## config.mk

```make
export PLATFORM = sky130hd
export DESIGN_NAME = float_divider
export DESIGN_NICKNAME = d
export VERILOG_FILES = /design/src/rtl/float_divider.sv
export SDC_FILE = /design/constraint.sdc
export NUM_CORES = 1
export LEC_CHECK = 0
export CORE_MARGIN = 8
export CORE_UTILIZATION = 25
export DETAILED_ROUTE_END_ITERATION = 8
export PLACE_DENSITY = 0.42
export SYNTH_ARGS = -nofsm -noshare
export SYNTH_HDL_FRONTEND = slang
export SYNTH_SLANG_ARGS = --single-unit
```

## constraint.sdc

```tcl
create_clock -name clk -period 7.2 [get_ports clk]
set_clock_uncertainty 0.2 [all_clocks]
set_input_delay 1.44 -clock clk [delete_from_list [all_inputs] [get_ports clk]]
set_output_delay 1.44 -clock clk [all_outputs]
set_load 0.05 [all_outputs]
```

## src/rtl/float_divider.sv

```systemverilog
// float_divider
// Sequential IEEE-754 single-precision divider using a bit-serial restoring
// mantissa division (one quotient bit per clock). The result is normalised,
// truncated and packed. There is no rounding and no NaN, infinity or denormal
// handling. The only special cases are an exact zero dividend and an exact
// zero divisor.
//
// Ports:
//   clk        rising-edge clock
//   rst        asynchronous active-high reset
//   start      operation request, sampled only while idle
//   a, b       dividend / divisor, captured on the accepted start edge
//   quotient   result register, updated only on the done edge
//   busy       high while an operation is in flight
//   done       one-cycle completion pulse, quotient valid in that cycle
//   divByZero  set with done when b was exactly zero, cleared on next start
module float_divider (
    input  logic        clk,
    input  logic        rst,
    input  logic        start,
    input  logic [31:0] a,
    input  logic [31:0] b,
    output logic [31:0] quotient,
    output logic        busy,
    output logic        done,
    output logic        divByZero
);

    typedef enum logic [1:0] {IDLE, CALC, NORM} stateT;

    stateT       state;
    stateT       nextState;

    logic [31:0] aReg;
    logic [31:0] bReg;
    logic [24:0] rem;
    logic [24:0] div;
    logic [24:0] q;
    logic [4:0]  cnt;
    logic        special;

    logic        remGe;
    logic [23:0] diff;
    logic        sign;
    logic [7:0]  expBase;
    logic [31:0] normResult;
    logic        normDz;

    // When rem >= div, the true difference is below div (< 2^24), so the low
    // 24 bits of the subtraction are the complete remainder.
    assign remGe = (rem >= div);
    assign diff  = rem[23:0] - div[23:0];

    // State register
    always_ff @(posedge clk or posedge rst) begin
        if (rst) begin
            state <= IDLE;
        end else begin
            state <= nextState;
        end
    end

    // Next-state logic. Zero operands bypass the iterative division entirely.
    always_comb begin
        nextState = state;
        case (state)
            IDLE: begin
                if (start) begin
                    if ((a == 32'b0) || (b == 32'b0)) begin
                        nextState = NORM;
                    end else begin
                        nextState = CALC;
                    end
                end
            end
            CALC: begin
                if (cnt == 5'd24) begin
                    nextState = NORM;
                end
            end
            NORM:    nextState = IDLE;
            default: nextState = IDLE;
        endcase
    end

    // Packing of the final result. The exponent is 8-bit modulo-256, so
    // overflow and underflow wrap silently. A 25-bit quotient with bit 24 set
    // means the mantissa ratio was >= 1.0, otherwise the point moves one place.
    always_comb begin
        normResult = 32'b0;
        normDz     = 1'b0;
        sign       = aReg[31] ^ bReg[31];
        expBase    = aReg[30:23] - bReg[30:23];
        if (special) begin
            if (bReg == 32'b0) begin
                normResult = {sign, 8'hFF, 23'b0};
                normDz     = 1'b1;
            end else begin
                normResult = 32'b0;
            end
        end else if (q[24]) begin
            normResult = {sign, expBase + 8'd127, q[23:1]};
        end else begin
            normResult = {sign, expBase + 8'd126, q[22:0]};
        end
    end

    // Datapath and registered outputs. Operands are captured only in IDLE, so
    // a start pulse during an operation cannot disturb it.
    always_ff @(posedge clk or posedge rst) begin
        if (rst) begin
            aReg      <= 32'b0;
            bReg      <= 32'b0;
            rem       <= 25'b0;
            div       <= 25'b0;
            q         <= 25'b0;
            cnt       <= 5'b0;
            special   <= 1'b0;
            quotient  <= 32'b0;
            busy      <= 1'b0;
            done      <= 1'b0;
            divByZero <= 1'b0;
        end else begin
            done <= 1'b0;
            case (state)
                IDLE: begin
                    if (start) begin
                        aReg      <= a;
                        bReg      <= b;
                        divByZero <= 1'b0;
                        busy      <= 1'b1;
                        special   <= (a == 32'b0) || (b == 32'b0);
                        rem       <= {2'b01, a[22:0]};
                        div       <= {2'b01, b[22:0]};
                        q         <= 25'b0;
                        cnt       <= 5'b0;
                    end
                end
                CALC: begin
                    if (remGe) begin
                        q   <= {q[23:0], 1'b1};
                        rem <= {diff, 1'b0};
                    end else begin
                        q   <= {q[23:0], 1'b0};
                        rem <= {rem[23:0], 1'b0};
                    end
                    cnt <= cnt + 5'd1;
                end
                NORM: begin
                    quotient  <= normResult;
                    divByZero <= normDz;
                    done      <= 1'b1;
                    busy      <= 1'b0;
                end
                default: begin
                    busy <= 1'b0;
                end
            endcase
        end
    end

endmodule

```

-- After elaboration in Yosys (flattened, before gate mapping)
Index checks and enable logic that the tools add are counted.
- add/sub/neg operators: 5
- reductions and logical operators: 12
- bitwise operators: 2
- equal/unequal tests: 5
- mux-type cells: 22
- $lt $le $gt $ge: 1
- operator list (kind ; number):
    25-bit one-hot mux with 2 select lines ; 2
    32-bit zero test ; 3
    25-bit two-way mux ; 3
    32-bit two-way mux ; 2
    31-bit two-way mux ; 1
    25-bit by 24-bit greater-or-equal comparator with 1-bit output ; 1
    24-bit subtractor ; 1
    8-bit by 7-bit adder with 8-bit output (second input constant) ; 2
    5-bit one-hot mux with 2 select lines ; 1
    2-bit AND reduction ; 5
    8-bit subtractor ; 1
    1-bit two-way mux ; 6
    2-bit two-way mux ; 3
    5-bit by 1-bit adder with 5-bit output (second input constant) ; 1
    5-bit equality test (second input constant) ; 1
    5-bit two-way mux ; 1
    2-bit inequality test (second input constant) ; 2
    1-bit one-hot mux with 2 select lines ; 2
    2-bit one-hot mux with 2 select lines ; 1
    2-bit nonzero test ; 2
    2-bit by 1-bit equality test with 1-bit output (second input constant) ; 1
    2-bit equality test (second input constant) ; 1
    2-bit zero test ; 1
    1-bit logical OR ; 1
    other kinds (2) ; 2
- register bits after elaboration: 181
- output and inout port bits: 35
- bits of input ports: 67

-- Logic depth before layout (Yosys ltp)
Gate-level depths: netlist of run 1.
- word-level depth: 5
- gate-level depth with buffers: 12
- gate-level depth less buffers: 12

-- Worst setup path after synthesis of run 1
No wires, ideal clock.
- path kind: reg-to-reg
- start point: reg bReg[23]
- end point: reg quotient[30]
- path slack: 4133 ps
- data required time: 6876 ps
- arrival time: 2743 ps
- path buffers: 0
- setup time: 124 ps
- cell stages (with the launch flop): 12
- period minus slack after synthesis: 3067 ps
- cells stage by stage: dfrtp_1 -> ha_1 -> fa_1 -> xnor2_1 -> inv_1 -> ha_1 -> nand2_1 -> o21ai_0 -> a2111o_1 -> o2111a_1 -> a21o_1 -> o31a_1
- word-level cells in the longest chain between the ends: 4
- elaborated cells on any way between the ends: 7
- ends and longest elaborated chain (what ; line ; text):
    start, declared ; 35 ; logic [31:0] bReg;
    start signal, assigned ; 113 ; bReg <= 32'b0;
    start signal, assigned ; 129 ; bReg <= b;
    8-bit subtractor ; 93 ; expBase = aReg[30:23] - bReg[30:23];
    8-bit by 7-bit adder with 8-bit output (on tied branches) ; 104, 102 ;
    31-bit two-way mux ; 101 ; end else if (q[24]) begin
    32-bit two-way mux * ; 94 ; if (special) begin
    end signal, assigned ; 150 ; quotient <= normResult;
    end, declared ; 23 ; output logic [31:0] quotient,
Every way passes the cells marked *; elsewhere a longest branch is shown, timed or not.
A chain may end at the register's enable or synchronous reset.

-- Worst setup path after layout of run 1
- start point: in start
- end point: reg rem[2]
- word-level cells in the longest chain between the ends: 2
- ends and longest elaborated chain (what ; line ; text):
    start, declared ; 20 ; input logic start,
    2-bit inequality test (no line) ; - ;
    2-bit AND reduction (no line) ; - ;
    end signal, assigned ; 133 ; rem <= {2'b01, a[22:0]};
    end signal, assigned ; 142 ; rem <= {diff, 1'b0};
    end signal, assigned ; 145 ; rem <= {rem[23:0], 1'b0};
    end, declared ; 36 ; logic [24:0] rem;
Every way passes these cells.

==> results of run 1 <==
==> through the flow <==
stage | hold slack, ns | setup slack, ns | util | total power [uW] | instance area, um2
5_1_grt | 0.283 | 3.26 | 0.319 | 6080 | 9720
3_5_place_dp | 0.251 | 3.05 | 0.300 | 4770 | 9160
4_1_cts | 0.268 | 3.51 | 0.319 | 5650 | 9720
2_1_floorplan | 0.218 | 1.95 | - | 3870 | 7740
3_3_place_gp | 0.236 | 3.08 | 0.300 | 4760 | 9160
6_report | 0.264 | 3.50 | 0.319 | 5580 | 9720
==> metal layers <==
layer,track usage,wire length [um]
met1,0.183,11700
met2,0.215,11100
met3,0.0267,1000
met4,0.0346,297
met5,0,0
==> state kept, by name (all words and copies together) (netlist names) <==
register	flops
aReg	9
bReg	32
busy	1
cnt	5
div	1
divByZero	1
done	1
q	25
quotient	32
rem	25
special	1
state	2
==> cell families after synthesis <==
| group | after synthesis | share of synthesized area |
|---|---|---|
| flops | 135 | 0.436 |
| mux | 42 | 0.0545 |
| fa+ha+maj | 38 | 0.0634 |
| simple gates | 357 | 0.211 |
| compound gates | 200 | 0.158 |
| buf+inv | 90 | 0.0446 |
| xor+xnor | 28 | 0.0317 |
==> critical path, cell delays in order <==
cell             delay, ns
clkdlybuf4s50_1       0.54
nand2_1               0.21
nor2_4                0.73
buf_4                 0.53
nand2_1               0.11
and3_1                0.17
a21oi_1               0.11
==> report_power, final <==
group	switching [uW]	internal, uW	total (uW)	leakage, uW
clock network	393	456	849	0.000272
registers	269	1110	1370	0.00170
logic	2030	1330	3360	0.00223
==> synthesized netlist by cell type, types with 4 or more instances <==
cell / number / area [um2]
nand2_1: 195 / 732
dfrtp_1: 135 / 3380
o21ai_0: 79 / 395
inv_1: 47 / 176
a21oi_1: 43 / 215
mux2i_1: 41 / 410
nand3_1: 39 / 195
ha_1: 36 / 450
nor2_1: 33 / 124
clkbuf_1: 29 / 109
nor4_1: 25 / 156
xnor2_1: 17 / 149
and3_1: 12 / 75.1
a21o_1: 11 / 82.6
nand4_1: 11 / 68.8
xor2_1: 11 / 96.3
buf_1: 9 / 33.8
o22ai_1: 9 / 56.3
nor2b_1: 8 / 50.1
a31oi_1: 7 / 43.8
nor3_1: 7 / 35.0
o21ai_1: 7 / 35.0
or3_1: 7 / 43.8
nand2b_1: 6 / 37.5
o211ai_1: 5 / 37.5
nor3b_1: 4 / 30.0
==> cell type report <==
cell class | instances | area [um2]
repair buffers | 108 | 1060
well taps | 396 | 495
multi-input cells | 665 | 4030
inverters | 48 | 185
fillers | 3212 | 20800
clock inverters | 15 | 138
flip-flops and latches | 135 | 3380
clock buffers | 17 | 425
==> how the worst min path moves through the flow <==
stage / start / cells after the start / to
final: div[23] / 2 / div[23]
after global routing: div[23] / 2 / div[23]
after CTS: div[23] / 2 / div[23]
after detailed placement: div[23] / 2 / div[23]
after global placement: div[23] / 2 / div[23]
after floorplan: div[23] / 2 / div[23]
==> out/results.tsv, run 1 <==
metric	value	unit
status	finished, final reports clean	
clk_path_buf_depth	2	
synth_cell_types	65	
ys_warn_count	0	
layout.cells.non_filler	1384	
grt_pass1_vias	6762	
cts_made_buffers	17	
start_util	0.254	
max_freq	0.271	GHz
ctsHtreeMaxLevel	4	
hold_violations	0	
final_cell_mix	195 x nand2_1, 135 x dfrtp_1, 101 x clkdlybuf4s50_1	
nNetsFinal	1080	
slew_violations	0	
track_usage	0.134	
viasPerCell	4.74	
fin_setup_tns	0	ns
gp_congestion	0.827	
syn-cell-area	7740	um2
fp.dieH	192	um
syn2layout_area_growth	25.6	%
postSynthNetCount	995	
ys_ff_latch	135	
regToRegEndpoint	rem[14]	
crit_end	rem[2]	
rsz0062_at_grt	false	
clkTransAtPathRegs	0.06	ns
yosysSeqAreaShare	0.436	
crit_path_start_kind	input pin	
dp_hpwl	17.7	mm
hold_class	reg -> reg	
synth_edf_count	0	
fp.dieArea	36800	um2
drive_gt1_frac	0.0557	
cts_tree	built	
io_buffers	101	
grt_pass1_wl	38.8	mm
ctsResizeCount	0	
dr.pass1.iters	5	
root_buffer	clkbuf_16	
async_flop_share	1.00	
r2r_cells	10	
path_max_fanout	46	
post_cts_buffers	0	
core	30500	um2
drtIter0Drc	408	
regToRegSetupSlack	3.85	ns
setup_viol	0	
post_drt_wl_per_cell	17.4	um
gr-total-overflow	0	
std_cell_rows	64	
synth_ff_type	dfrtp_1	
cts_hold_repair.buffers	0	
n_antenna_cell	0	
dpl.cell_count	1352	
dr_total_vias	6554	
worstSetupEndpointType	flop	
period_share	0.513	
timing.rr.start	bReg[6]	
drt_wl_total	24.1	mm
p_per_area	574	nW/um2
p_leak	0.00421	uW
final_common_cell	nand2_1	
tightest_slew	1.09	ns
grt_max_degree	96	
clkLatencyLatePin	0.42	ns
max_cap_viol_count	0	
worstPathRequired	7.34	ns
antenna_found_initial	0	
syn-instance-count	890	
die-width	192	um
drtAntennaViolNets	0	
remaining_drc_errors	0	
critPathLaunch	start	
setup.worst_path.class	in -> reg	
pin_count	102	
maxSlewHeadroom	0.269	
cts_sinks	135	
fin_crit	3.70	ns
irDropWorstVdd	0.000251	V
synth.avg_cell_area	8.70	um2
crit_arrival	3.84	ns
(Power assumes the default switching activity.)
==> run 2: changes to the inputs <==
clock period = 3.9 ns   (was 7.2 ns; I/O delays follow)
==> run 2 against run 1 <==
- final cell count grew 0.58%
- wire length down 0.58%
- clock power is 91% higher
- hold slack lost 0.0062 ns
- critical path depth rose by 4
- global-route usage down 0.055 points
- count of clock-buffer cells in the layout up 1
- largest cell class unchanged
==> out/results.tsv, run 2 (same netlist as run 1, synthesis figures left out) <==
metric	value	unit	change
maxSlewHeadroom	0.477		was 0.269
irDropWorstVdd	0.000404	V	was 0.000251 V
nNetsFinal	1088		was 1080
grt_max_degree	136		was 96
gp_congestion	0.818		was 0.827
power	10500	uW	was 5580 uW
path_buf_inv	1		was 2
fin_crit	3.22	ns	
regToRegEndpoint	quotient[30]		was rem[14]
cpMostUsedCell	ha_1		was nand2_1
pin_count	102		unchanged
regToRegSetupSlack	0.68	ns	was 3.85 ns
worstSetupEndpointType	flop		unchanged
cts_hold_repair.buffers	0		unchanged
syn2layout_area_growth	27.0	%	was 25.6%
dr.pass1.iters	5		unchanged
p_comb_frac	0.605		was 0.602
fill_cells	3252		was 3212
switchingPower	4980	uW	was 2690 uW
std_cell_rows	64		unchanged
fp.dieArea	36800	um2	unchanged
period_share	0.827		
seqPwrFrac	0.241		was 0.246
post_cts_buffers	0		unchanged
die-width	192	um	unchanged
n_antenna_cell	0		unchanged
root_buffer	clkbuf_16		unchanged
path_max_fanout	5		was 46
drtIter0Drc	383		was 408
final_common_cell	nand2_1		unchanged
fp.dieH	192	um	unchanged
setup_viol	0		unchanged
grt_pass1_vias	6873		was 6762
clkPwrFrac	0.154		was 0.152
gr-total-overflow	0		unchanged
fin_ws	0.675	ns	was 3.50 ns
max_freq	0.310	GHz	
drive_gt1_frac	0.0633		was 0.0557
critical-path-top-delay-family	compound AO/OA/AOI/OAI gates		was simple AND/OR/NAND/NOR gates
status	finished, final reports clean		unchanged
remaining_drc_errors	0		unchanged
core	30500	um2	unchanged
setup.worst_path.class	reg -> reg		was in -> reg
clk_path_buf_depth	2		unchanged
slew_violations	0		unchanged
clkTransAtPathRegs	0.06	ns	about the same
worstPathCellList	ha_1 > fa_1 > xnor2_1 > inv_1 > ha_1 > nand2_1 > o21ai_0 > a2111o_1 > o2111a_1 > a21o_1 > o31a_1		was clkdlybuf4s50_1 > nand2_1 > nor2_4 > buf_4 > nand2_1 > and3_1 > a21oi_1
grt_pass1_wl	38.7	mm	was 38.8 mm
ctsResizeCount	0		unchanged
cts_sinks	135		unchanged
viasPerCell	4.75		was 4.74
drtAntennaViolNets	0		unchanged
p_leak	0.00426	uW	was 0.00421 uW
internal_power	5510	uW	was 2890 uW
hold_class	reg -> reg		unchanged
start_util	0.254		unchanged
clkLatencyLatePin	0.42	ns	about the same
crit_arrival	3.33	ns	was 3.84 ns
place_ws	0.673	ns	was 3.05 ns
cts_made_buffers	17		unchanged
final_cell_mix	195 x nand2_1, 135 x dfrtp_1, 101 x clkdlybuf4s50_1		unchanged
timing.rr.start	bReg[23]		was bReg[6]
hp-start	div[23]		unchanged
min_to	div[23]		unchanged
antenna_found_initial	0		unchanged
top_regs	bReg x32, quotient x32		unchanged
track_usage	0.134		about the same
hold_violations	0		unchanged
post_drt_wl_per_cell	17.2	um	was 17.4 um
fin_setup_tns	0	ns	unchanged
tightest_slew	0.777	ns	was 1.09 ns
dp_hpwl	17.8	mm	was 17.7 mm
io_buffers	101		unchanged
worstPathRequired	4.00	ns	was 7.34 ns
ctsHtreeMaxLevel	4		unchanged
slowest_stage	a2111o_1		was nor2_4
crit_path_start_kind	flop		was input pin
cts_tree	built		unchanged
drt_wl_total	24.0	mm	was 24.1 mm
whs_path_depth	2		unchanged
critPathMaxStageDelay	0.44	ns	was 0.73 ns
r2r_cells	11		was 10
p_per_area	1070	nW/um2	was 574 nW/um2
max_cap_viol_count	0		unchanged
switching_share	0.475		was 0.482
dr_total_vias	6615		was 6554
rsz0062_at_grt	false		unchanged
[run 2: cell count changes in the layout (fill, tap and decap cells not counted)]
cell,delta
buf_12,+3
buf_4,+5
bufinv_16,+1
clkbuf_8,+1
clkinv_4,+1
clkinv_8,-1
clkinvlp_4,+2
inv_6,-4
[run 2: how the worst max path moves through the flow]
stage / from / endpoint / cells past startpoint
after floorplan: bReg[23] / quotient[30] / 11
after global placement: bReg[23] / quotient[30] / 11
after detailed placement: bReg[23] / quotient[30] / 11
after CTS: bReg[23] / quotient[30] / 11
after global routing: rem[0] / rem[21] / 12
final: bReg[23] / quotient[30] / 11
[run 2: cell type report]
class / instances / area (um2) / share of cell area
multi-input combinational: 665 / 4030 / 0.410
sequential: 135 / 3380 / 0.344
timing repair buffer: 116 / 1160 / 0.118
tap: 396 / 495 / 0.0504
clock buffer: 18 / 439 / 0.0447
inverter: 48 / 184 / 0.0187
clock inverter: 14 / 141 / 0.0144
[run 2: power by group through the flow]
stage / combinational (uW) / sequential (uW) / clock, uW
global route: 7110 / 2620 / 1720
floorplan: 4250 / 2890 / 0
detailed placement: 6350 / 2550 / 0
CTS: 6390 / 2530 / 1660
finish: 6350 / 2530 / 1620
global placement: 6370 / 2550 / 0
[run 2: routing by layer]
layer | global-route usage | vias to the layer above | part of all wire
li1 | - | 3308 | -
met1 | 0.181 | 3165 | 0.48
met2 | 0.215 | 128 | 0.46
met3 | 0.0261 | 14 | 0.043
met4 | 0.0364 | 0 | 0.015
met5 | 0 | - | 0
[run 2: worst register-to-register path, cell delays in order, from the launching register on]
cell      delay [ns]
dfrtp_1         0.39
ha_1            0.24
fa_1            0.42
xnor2_1         0.22
inv_1           0.11
ha_1            0.21
nand2_1         0.05
o21ai_0         0.13
a2111o_1        0.44
o2111a_1        0.27
a21o_1          0.15
o31a_1          0.28
[run 2: metrics by stage]
stage	area, um2	util	instances	hold WS, ns
floorplan	7740	-	890	0.218
global placement	9250	0.303	1360	0.231
detailed placement	9250	0.303	1360	0.250
CTS	9830	0.322	1392	0.265
global route	9830	0.322	1392	0.297
finish	9830	0.322	1392	0.258
==> run 3: changes to the inputs <==
clock period = 3.3 ns   (was 3.9 ns; I/O delays follow)
==> run 3 against run 2 <==
- core utilization grew 0.41 points
- sequential power increased by 18%
- hold slack better by 0.0052 ns
- via count up 0.94%
- setup slack worse by 0.52 ns
- critical endpoint is now rem[21]
- highest routed layer unchanged
==> out/results.tsv, run 3 (same netlist as run 1, synthesis figures left out) <==
metric	value	unit	change
viasPerCell	4.76		was 4.75
grt_pass1_wl	38.5	mm	was 38.7 mm
hold_class	reg -> reg		unchanged
fp.dieH	192	um	unchanged
crit_path_start_kind	flop		unchanged
hold_violations	0		unchanged
p_leak	0.00433	uW	was 0.00426 uW
remaining_drc_errors	0		unchanged
grt_max_degree	65		was 136
fin_setup_tns	0	ns	unchanged
syn2layout_area_growth	28.7	%	was 27.0%
std_cell_rows	64		unchanged
dr_wl_met3	1.08	mm	was 1.02 mm
core	30500	um2	unchanged
hp-start	div[23]		unchanged
period_share	0.954		was 0.827
cts_sinks	135		unchanged
root_buffer	clkbuf_16		unchanged
p_per_area	1270	nW/um2	was 1070 nW/um2
worstPathCellList	inv_1 > ha_1 > inv_1 > fa_1 > a211o_1 > o211ai_1 > o21ai_1 > o32a_1 > a211oi_4 > mux2i_1 > nand3_1 > o311a_1		was ha_1 > fa_1 > xnor2_1 > inv_1 > ha_1 > nand2_1 > o21ai_0 > a2111o_1 > o2111a_1 > a21o_1 > o31a_1
crit_arrival	3.25	ns	was 3.33 ns
die-width	192	um	unchanged
gr-total-overflow	0		unchanged
status	finished, final reports clean		unchanged
regToRegSetupSlack	0.15	ns	was 0.68 ns
gp_congestion	0.812		was 0.818
clkLatencyLatePin	0.42	ns	about the same
dpl.cell_count	1369		was 1360
min_to	div[23]		unchanged
pin_count	102		unchanged
nNetsFinal	1099		was 1088
max_cap_viol_count	0		unchanged
n_antenna_cell	0		unchanged
cts_hold_repair.buffers	0		unchanged
final_common_cell	nand2_1		unchanged
path_max_fanout	4		was 5
start_util	0.254		unchanged
setup_viol	0		unchanged
timing.rr.start	rem[0]		was bReg[23]
top_layer	met4		unchanged
critPathMaxStageDelay	0.41	ns	was 0.44 ns
worstSetupEndpointType	flop		unchanged
grt_pass1_vias	6862		was 6873
dr_total_vias	6677		was 6615
fin_crit	3.15	ns	was 3.22 ns
dr.pass1.iters	5		unchanged
tightest_slew	0.744	ns	was 0.777 ns
maxSlewHeadroom	0.503		was 0.477
irDropWorstVdd	0.000454	V	was 0.000404 V
worstPathRequired	3.41	ns	was 4.00 ns
clkTransAtPathRegs	0.07	ns	was 0.06 ns
drtIter0Drc	467		was 383
final_cell_mix	195 x nand2_1, 135 x dfrtp_1, 101 x clkdlybuf4s50_1		unchanged
regToRegEndpoint	rem[21]		was quotient[30]
layout.cells.non_filler	1403		was 1392
cpMostUsedCell	inv_1		was ha_1
dp_hpwl	18.1	mm	was 17.8 mm
ctsHtreeMaxLevel	4		unchanged
setup.worst_path.class	reg -> reg		unchanged
post_drt_wl_per_cell	17.0	um	was 17.2 um
io_buffers	101		unchanged
slew_violations	0		unchanged
antenna_found_initial	0		unchanged
wl_met1	11.3	mm	was 11.6 mm
slowest_stage	fa_1		was a2111o_1
rsz0062_at_grt	false		unchanged
max_freq	0.318	GHz	was 0.310 GHz
cts_made_buffers	17		unchanged
drive_gt1_frac	0.0745		was 0.0633
cts_tree	built		unchanged
r2r_cells	12		was 11
top_regs	bReg x32, quotient x32		unchanged
clk_path_buf_depth	2		unchanged
drt_wl_total	23.8	mm	was 24.0 mm
track_usage	0.133		was 0.134
whs_path_depth	2		unchanged
dr_wl_met2	11.0	mm	about the same
drtAntennaViolNets	0		unchanged
fp.dieArea	36800	um2	unchanged
==> run 3: changes by cell type in the layout (fill, tap and decap cells not counted), sizes merged <==
| cell | delta |
|---|---|
| buf | +11 |
| clkinv | -3 |
| clkbuf | -1 |
| inv | +4 |
==> run 3: stage by stage <==
stage	instance area (um2)	worst slack (ns)	util	total power, uW	hold WS [ns]
after global placement	9350	0.152	0.306	10700	0.236
after global routing	9960	0.00260	0.326	13700	0.308
after floorplan	7740	0.233	-	8430	0.218
after CTS	9930	0.0862	0.325	12700	0.261
after detailed placement	9350	0.106	0.306	10700	0.244
final	9960	0.152	0.326	12600	0.263
==> run 3: worst max-delay path, delay by kind of cell (launching register included) <==
kind / cells / cell delay, ns
buffers and inverters: 2 / 0.13
muxes: 1 / 0.21
and+or+nand+nor: 1 / 0.10
DFF: 1 / 0.36
AOI/OAI and AO/OA: 6 / 1.46
adders and majority gates: 2 / 0.57
==> run 3: worst max-delay path by stage <==
| stage | slack (ns) | endpoint | from |
|---|---|---|---|
| 5_1_grt | 0.003 | rem[21] | rem[0] |
| 4_1_cts | 0.09 | quotient[30] | bReg[23] |
| 3_3_place_gp | 0.15 | quotient[30] | bReg[23] |
| 3_5_place_dp | 0.11 | quotient[30] | bReg[23] |
| 2_1_floorplan | 0.23 | quotient[30] | bReg[23] |
| 6_report | 0.15 | rem[21] | rem[0] |
==> run 3: metal layers <==
layer  vias up  global-route usage
met4         0              0.0394
met5         -                   0
li1       3339                   -
met3        17              0.0272
met2       125               0.215
met1      3196               0.176
==> run 3: area by class of cell <==
type / instances / area, um2
clock buffer: 17 / 425
clock inverter: 15 / 158
fill: 3174 / 20600
inverter: 48 / 184
multi-input combinational: 665 / 4050
sequential: 135 / 3380
tap: 396 / 495
timing repair buffer: 127 / 1270
==> run 3: where the power goes <==
part           switching, uW  internal [uW]  total, uW
clock                    857           1070       1930
sequential               579           2410       2990
combinational           4490           3220       7700
==> run 3: repair_timing <==
action / in CTS / in global routing
setup endpoints to repair: 0 / 2
setup buffers: 0 / 2
gates resized for setup: 0 / 2
